==> config.mk <==
export PLATFORM = sky130hd
export DESIGN_NAME = mio_bus_responder
export DESIGN_NICKNAME = d
export VERILOG_FILES = /design/src/rtl/mio_bus_responder_pkg.sv /design/src/rtl/mio_lane_format.sv /design/src/rtl/mio_bus_responder.sv
export SDC_FILE = /design/constraint.sdc
export NUM_CORES = 1
export LEC_CHECK = 0
export ABC_AREA = 1
export CORE_MARGIN = 2
export CORE_UTILIZATION = 40
export DETAILED_ROUTE_END_ITERATION = 12
export GPL_TIMING_DRIVEN = 0
export HOLD_SLACK_MARGIN = 0.15
export PLACE_DENSITY = 0.72
export RECOVER_POWER = 50
export SKIP_CTS_REPAIR_TIMING = 1
export SLEW_MARGIN = 20
export SYNTH_ARGS = -nofsm -noshare
export SYNTH_HDL_FRONTEND = slang
export SYNTH_SLANG_ARGS = --single-unit
export TNS_END_PERCENT = 1
==> constraint.sdc <==
create_clock -name clk -period 10.45 [get_ports clk]
set_input_delay 1.5675 -clock clk [delete_from_list [all_inputs] [get_ports clk]]
set_output_delay 1.5675 -clock clk [all_outputs]
set_load 0.01 [all_outputs]
==> src/rtl/mio_bus_responder_pkg.sv <==
// Shared RAMCtrl access codes, responder FSM states and the IO/RAM space select.
package mio_bus_responder_pkg;

    typedef enum logic [2:0] {
        CTRL_FULL   = 3'd0,
        CTRL_FULLX  = 3'd1,
        CTRL_HALF   = 3'd2,
        CTRL_HALFX  = 3'd3,
        CTRL_HALFU  = 3'd4,
        CTRL_HALFUX = 3'd5
    } ram_ctrl_t;

    typedef enum logic [2:0] {
        S_IDLE    = 3'd0,
        S_WAIT    = 3'd1,
        S_ISSUE   = 3'd2,
        S_CAPTURE = 3'd3,
        S_RESP    = 3'd4,
        S_HOLD    = 3'd5
    } mio_state_t;

    localparam logic SPACE_IO = 1'b1;

    function automatic logic [31:0] bswap32(input logic [31:0] w);
        return {w[7:0], w[15:8], w[23:16], w[31:24]};
    endfunction

endpackage

==> src/rtl/mio_lane_format.sv <==
// Combinational store-lane placement and load extraction/extension for one RAMCtrl access.
// Shared by the RAM and IO paths; also reports natural-alignment violations.
module mio_lane_format
    import mio_bus_responder_pkg::*;
(
    input  logic [2:0]  ctrl,
    input  logic [1:0]  addr_lo,
    input  logic [31:0] st_data,
    input  logic [31:0] ld_raw,
    output logic [3:0]  st_we,
    output logic [31:0] st_lanes,
    output logic [31:0] ld_data,
    output logic        is_half,
    output logic        misaligned
);

    logic        swap;
    logic        sext;
    logic [15:0] st_hw;
    logic [15:0] ld_hw;
    logic [15:0] ld_lane;

    // Unsigned halfword codes only change loads; stores fall back to the signed form.
    always_comb begin
        is_half = 1'b0;
        swap    = 1'b0;
        sext    = 1'b0;
        case (ram_ctrl_t'(ctrl))
            CTRL_FULL:   ;
            CTRL_FULLX:  swap = 1'b1;
            CTRL_HALF:   begin is_half = 1'b1; sext = 1'b1; end
            CTRL_HALFX:  begin is_half = 1'b1; sext = 1'b1; swap = 1'b1; end
            CTRL_HALFU:  is_half = 1'b1;
            CTRL_HALFUX: begin is_half = 1'b1; swap = 1'b1; end
            default:     ;
        endcase
    end

    always_comb begin
        st_hw    = swap ? {st_data[7:0], st_data[15:8]} : st_data[15:0];
        ld_lane  = addr_lo[1] ? ld_raw[31:16] : ld_raw[15:0];
        ld_hw    = swap ? {ld_lane[7:0], ld_lane[15:8]} : ld_lane;
        st_we    = 4'hF;
        st_lanes = swap ? bswap32(st_data) : st_data;
        ld_data  = swap ? bswap32(ld_raw) : ld_raw;
        if (is_half) begin
            st_we    = addr_lo[1] ? 4'hC : 4'h3;
            st_lanes = {st_hw, st_hw};
            ld_data  = sext ? {{16{ld_hw[15]}}, ld_hw} : {16'h0000, ld_hw};
        end
        misaligned = is_half ? addr_lo[0] : (addr_lo != 2'b00);
    end

endmodule

==> src/rtl/mio_bus_responder.sv <==
// Memory/IO target for the CPU MemRead/MemWrite -> mio_ready handshake; latency WAIT_STATES+3.
// Holds off until the request level drops; optional MIO_ERR_EN flags misaligned accesses.
module mio_bus_responder
    import mio_bus_responder_pkg::*;
#(
    parameter int WAIT_STATES = 1,
    parameter int RAM_AW      = 10
) (
    input  logic              clk,
    input  logic              rst,
    input  logic              mem_r,
    input  logic              mem_w,
    input  logic              cpu_mio,
    input  logic [2:0]        ram_ctrl,
    input  logic [31:0]       addr_bus,
    input  logic [31:0]       data_from_cpu,
    output logic [31:0]       data_to_cpu,
    output logic              mio_ready,
    output logic              mio_err,
    output logic              ram_en,
    output logic [3:0]        ram_we,
    output logic [RAM_AW-1:0] ram_addr,
    output logic [31:0]       ram_wdata,
    input  logic [31:0]       ram_rdata,
    output logic              io_rd,
    output logic              io_wr,
    output logic [31:0]       io_addr,
    output logic [31:0]       io_wdata,
    input  logic [31:0]       io_rdata
);

    mio_state_t  state, state_nxt;
    logic [3:0]  cnt, cnt_nxt;

    logic [31:0] req_addr;
    logic [31:0] req_data;
    logic [2:0]  req_ctrl;
    logic        req_io;
    logic        req_wr;
    logic        req_err;

    logic [3:0]  fmt_we;
    logic [31:0] fmt_lanes;
    logic [31:0] fmt_ld;
    logic        fmt_half;
    logic        fmt_misaligned;
    logic        issue;

    mio_lane_format u_fmt (
        .ctrl       (req_ctrl),
        .addr_lo    (req_addr[1:0]),
        .st_data    (req_data),
        .ld_raw     ((req_io == SPACE_IO) ? io_rdata : ram_rdata),
        .st_we      (fmt_we),
        .st_lanes   (fmt_lanes),
        .ld_data    (fmt_ld),
        .is_half    (fmt_half),
        .misaligned (fmt_misaligned)
    );

`ifdef MIO_ERR_EN
    assign req_err = fmt_misaligned;
`else
    logic unused_misaligned;
    assign unused_misaligned = fmt_misaligned;
    assign req_err           = 1'b0;
`endif

    always_ff @(posedge clk or posedge rst) begin
        if (rst) begin
            state <= S_IDLE;
            cnt   <= 4'd0;
        end else begin
            state <= state_nxt;
            cnt   <= cnt_nxt;
        end
    end

    always_comb begin
        state_nxt = state;
        cnt_nxt   = cnt;
        case (state)
            S_IDLE: begin
                if (mem_r || mem_w) begin
                    if (WAIT_STATES == 0) begin
                        state_nxt = S_ISSUE;
                    end else begin
                        state_nxt = S_WAIT;
                        cnt_nxt   = 4'(WAIT_STATES - 1);
                    end
                end
            end
            S_WAIT: begin
                if (cnt == 4'd0) state_nxt = S_ISSUE;
                else             cnt_nxt   = cnt - 4'd1;
            end
            S_ISSUE:   state_nxt = S_CAPTURE;
            S_CAPTURE: state_nxt = S_RESP;
            S_RESP:    state_nxt = S_HOLD;
            // A request level still held after completion must not be served twice.
            S_HOLD:    if (!mem_r && !mem_w) state_nxt = S_IDLE;
            default:   state_nxt = S_IDLE;
        endcase
    end

    always_ff @(posedge clk or posedge rst) begin
        if (rst) begin
            req_addr <= 32'h0;
            req_data <= 32'h0;
            req_ctrl <= 3'd0;
            req_io   <= 1'b0;
            req_wr   <= 1'b0;
        end else if (state == S_IDLE && (mem_r || mem_w)) begin
            req_addr <= addr_bus;
            req_data <= data_from_cpu;
            req_ctrl <= ram_ctrl;
            req_io   <= cpu_mio;
            req_wr   <= mem_w;
        end
    end

    always_ff @(posedge clk or posedge rst) begin
        if (rst) begin
            data_to_cpu <= 32'h0;
        end else if (state == S_CAPTURE) begin
            if (req_err)     data_to_cpu <= 32'h0;
            else if (!req_wr) data_to_cpu <= fmt_ld;
        end
    end

    assign issue     = (state == S_ISSUE) && !req_err;
    assign ram_en    = issue && (req_io != SPACE_IO);
    assign ram_we    = (ram_en && req_wr) ? fmt_we : 4'h0;
    assign ram_addr  = req_addr[RAM_AW+1:2];
    assign ram_wdata = fmt_lanes;
    assign io_rd     = issue && (req_io == SPACE_IO) && !req_wr;
    assign io_wr     = issue && (req_io == SPACE_IO) && req_wr;
    assign io_addr   = fmt_half ? {req_addr[31:1], 1'b0} : {req_addr[31:2], 2'b00};
    assign io_wdata  = fmt_lanes;
    assign mio_ready = (state == S_RESP);
    assign mio_err   = (state == S_RESP) && req_err;

endmodule
==> metrics.csv <==
metric,value,unit
"FF+latch count, synth",107,
CTS tree,built,
startpoint types,input pin,
Vias/cell,4.935,
hold path start,req_addr[27]$_DFFE_PP0P_,
clock buffer count from CTS,9,
Cells after DPL,1552,
"Remaining Overflow, GRT",0,
Final Hold Viols,0,
r2r startpoint,state[0]$_DFFE_PP0P_,
sum of negative setup slack,0,ns
Vias,7738,
Worst Hold End,req_addr[27]$_DFFE_PP0P_,
Final min period,6.259,ns
area occupied by registers,2678,um^2
Power Dens Cells,389.3,nW/um^2
fmax,159.8,MHz
# port buffers,279,
vias in the first global route,7426,
Worst Path Required,10.06,ns
HPWL after DPL,19490,um
"commonest non-fill, non-tap cell in the layout",nand2_1,
most frequent cells in the layout,"nand2_1, clkdlybuf4s50_1, dfrtp_1",
CTS root buf,clkbuf_16,
Crit path max-delay family,buffers and inverters,
Row Count,48,
Crit. End Element,async pin,
first-pass GRT wire length,39100,um
num ports,283,
area of the core,17120,um^2
worst skew pair latency,0.35,ns
Syn Inst Count,1046,
crit path buf inv count,3,
critical path class,in -> async,
worst hold-check path type,reg -> reg,
Worst VDD drop,0.0002387,V
"Reg clk slew, reported paths",0.07,ns
Final setup viols,0,
Yosys top cell area share,38.62,%
outcome,"complete, but fails checks",
Synth Area per Inst,6.628,um^2
Slew @ Worst Pin,3.720,ns
die height,135.7,um
Layout area overhead,48.02,%
Layout Cells excl Fill,1568,
RSZ-0062 raised after global routing,false,
clock skew,0.006258,ns
share of cells above drive strength 1,10.37,%
Die Span X,135.7,um
worst r2r path cells,9,
fin nets,1477,
mean routed wirelength per cell,16.21,um
H-Tree Level Count,3,
Antenna Nets Post-Route,0,
gr usage total,27.63,%
largest net degree at the start of global routing,69,
crit-path max cell delay,2.69,ns
most area-hungry cell type in the Yosys netlist,dfrtp_1,
die area,18400,um^2
MaxCap Viol Count,2,
final worst-path cycle share,59.89,%
Rel. slew slack,-148.0,%
crit path DAT,5.87,ns
Filler Cells Inserted,1668,
synth top area cells,"dfrtp_1, nand2_1, buf_4, nand3_1, a21oi_1",
max-slew violation count,110,
Leak,5.155,nW
Initial Util,40.50,%
yosys warns,0,
RePlAce Congestion,0.9123,
CP max-delay cell,clkbuf_1,
TritonRoute pass-1 iters,7,
hold path depth,2,
initial antenna violation count,2,
cell area after synthesis,6933,um^2
Synth cell types,31,
failing checks,"max-capacitance violations, max-slew violations",
area of the multi-input gates,3231,um^2
CTS Sinks,107,
worst-path cell chain,"dlygate4sd3_1, clkinvlp_2, clkbuf_1",
WL final,25420,um
R2R setup slack,8.38,ns
DRC viols,0,
Clock Path Buffers,2,
largest fanout on the critical path,68,
initial detailed-routing violation count,587,
Critical R2R Capture,req_data[4]$_DFFE_PP0P_,
sequential fraction of the synthesis area,38.62,%
[state kept, by name, summed over array words and instances, names as in the netlist]
| signal | count |
|---|---|
| cnt | 4 |
| data_to_cpu | 32 |
| req_addr | 31 |
| req_ctrl | 3 |
| req_data | 32 |
| req_io | 1 |
| req_wr | 1 |
| state | 3 |
[cells by family after synthesis]
kind of cell    synth area share, %
compound gates                8.627
fa+ha+maj                    0.5415
buf+inv                       14.51
flops                         38.62
simple gates                  37.65
other cells                 0.05409
[how the worst max path moves through the flow]
stage | start | end | slack [ns] | depth (start not counted)
after CTS | req_ctrl[1]$_DFFE_PP0P_ | ram_wdata[31] | 6.00 | 7
after floorplan | rst | cnt[0]$_DFFE_PP0P_ | 6.07 | 1
after detailed placement | req_ctrl[1]$_DFFE_PP0P_ | ram_wdata[31] | 6.39 | 7
final | rst | data_to_cpu[17]$_DFFE_PP0P_ | 4.19 | 3
after global placement | rst | data_to_cpu[16]$_DFFE_PP0P_ | 4.28 | 2
after global routing | rst | data_to_cpu[1]$_DFFE_PP0P_ | 3.12 | 3
[metrics by stage]
step | power (mW) | worst slack (ns) | utilization (%) | cell area (um^2) | hold WS (ns)
global route | 4.298 | 3.117 | 59.94 | 10260 | 0.5082
finish | 3.995 | 4.191 | 59.96 | 10260 | 0.4798
floorplan | 2.323 | 6.065 | - | 6937 | 0.4500
detailed placement | 3.665 | 6.392 | 58.68 | 10040 | 0.4680
CTS | 4.024 | 5.997 | 60.33 | 10330 | 0.4865
global placement | 3.635 | 4.280 | 58.49 | 10010 | 0.4625
[cell usage after synthesis]
library cell / count
nand3_1: 76
nand2_4: 1
o21ai_1: 1
buf_2: 28
dfrtp_1: 107
inv_1: 24
nor2_4: 1
o21ai_0: 55
clkinv_1: 1
nand2_1: 520
o21a_1: 1
nor4_2: 1
buf_4: 84
nor3_1: 4
clkbuf_1: 15
or2_2: 1
nand3_4: 1
buf_6: 4
a21oi_1: 62
nand2_2: 4
nor3_2: 1
conb_1: 1
nor2_1: 36
ha_1: 3
nand4_1: 1
or3b_2: 1
nand3b_1: 1
nor2_2: 1
inv_4: 1
buf_1: 3
inv_2: 6
[tightest hold or removal path, delay by kind of cell, from the launching register on]
kind / cells / cell delay (ns)
DFF: 1 / 0.35
and+or+nand+nor: 2 / 0.10
[power by group]
group	switching [mW]	leakage, nW	internal, mW
clock	0.154	0.131	0.184
combinational	1.53	3.72	1.38
sequential	0.128	1.30	0.620
[area by class of cell]
class | count | share of cell area [%]
Inverter | 32 | 1.207
Antenna cell | 2 | 0.04877
Buffer | 134 | 8.425
Multi-Input combinational cell | 774 | 31.48
Sequential cell | 107 | 26.09
Timing Repair Buffer | 280 | 27.25
Clock inverter | 4 | 0.5243
Clock buffer | 10 | 2.231
Tap cell | 225 | 2.743
[routing by layer]
metal | wire length, um | vias up | share of wire [%] | track usage, %
li1 | - | 3792 | - | -
met4 | 851 | 0 | 3.3 | 11.05
met3 | 2687 | 52 | 11 | 7.370
met1 | 9930 | 3516 | 39 | 34.06
met2 | 11950 | 378 | 47 | 46.02
met5 | 0 | - | 0 | 0
Note: power is estimated with default switching activity, not from simulation.
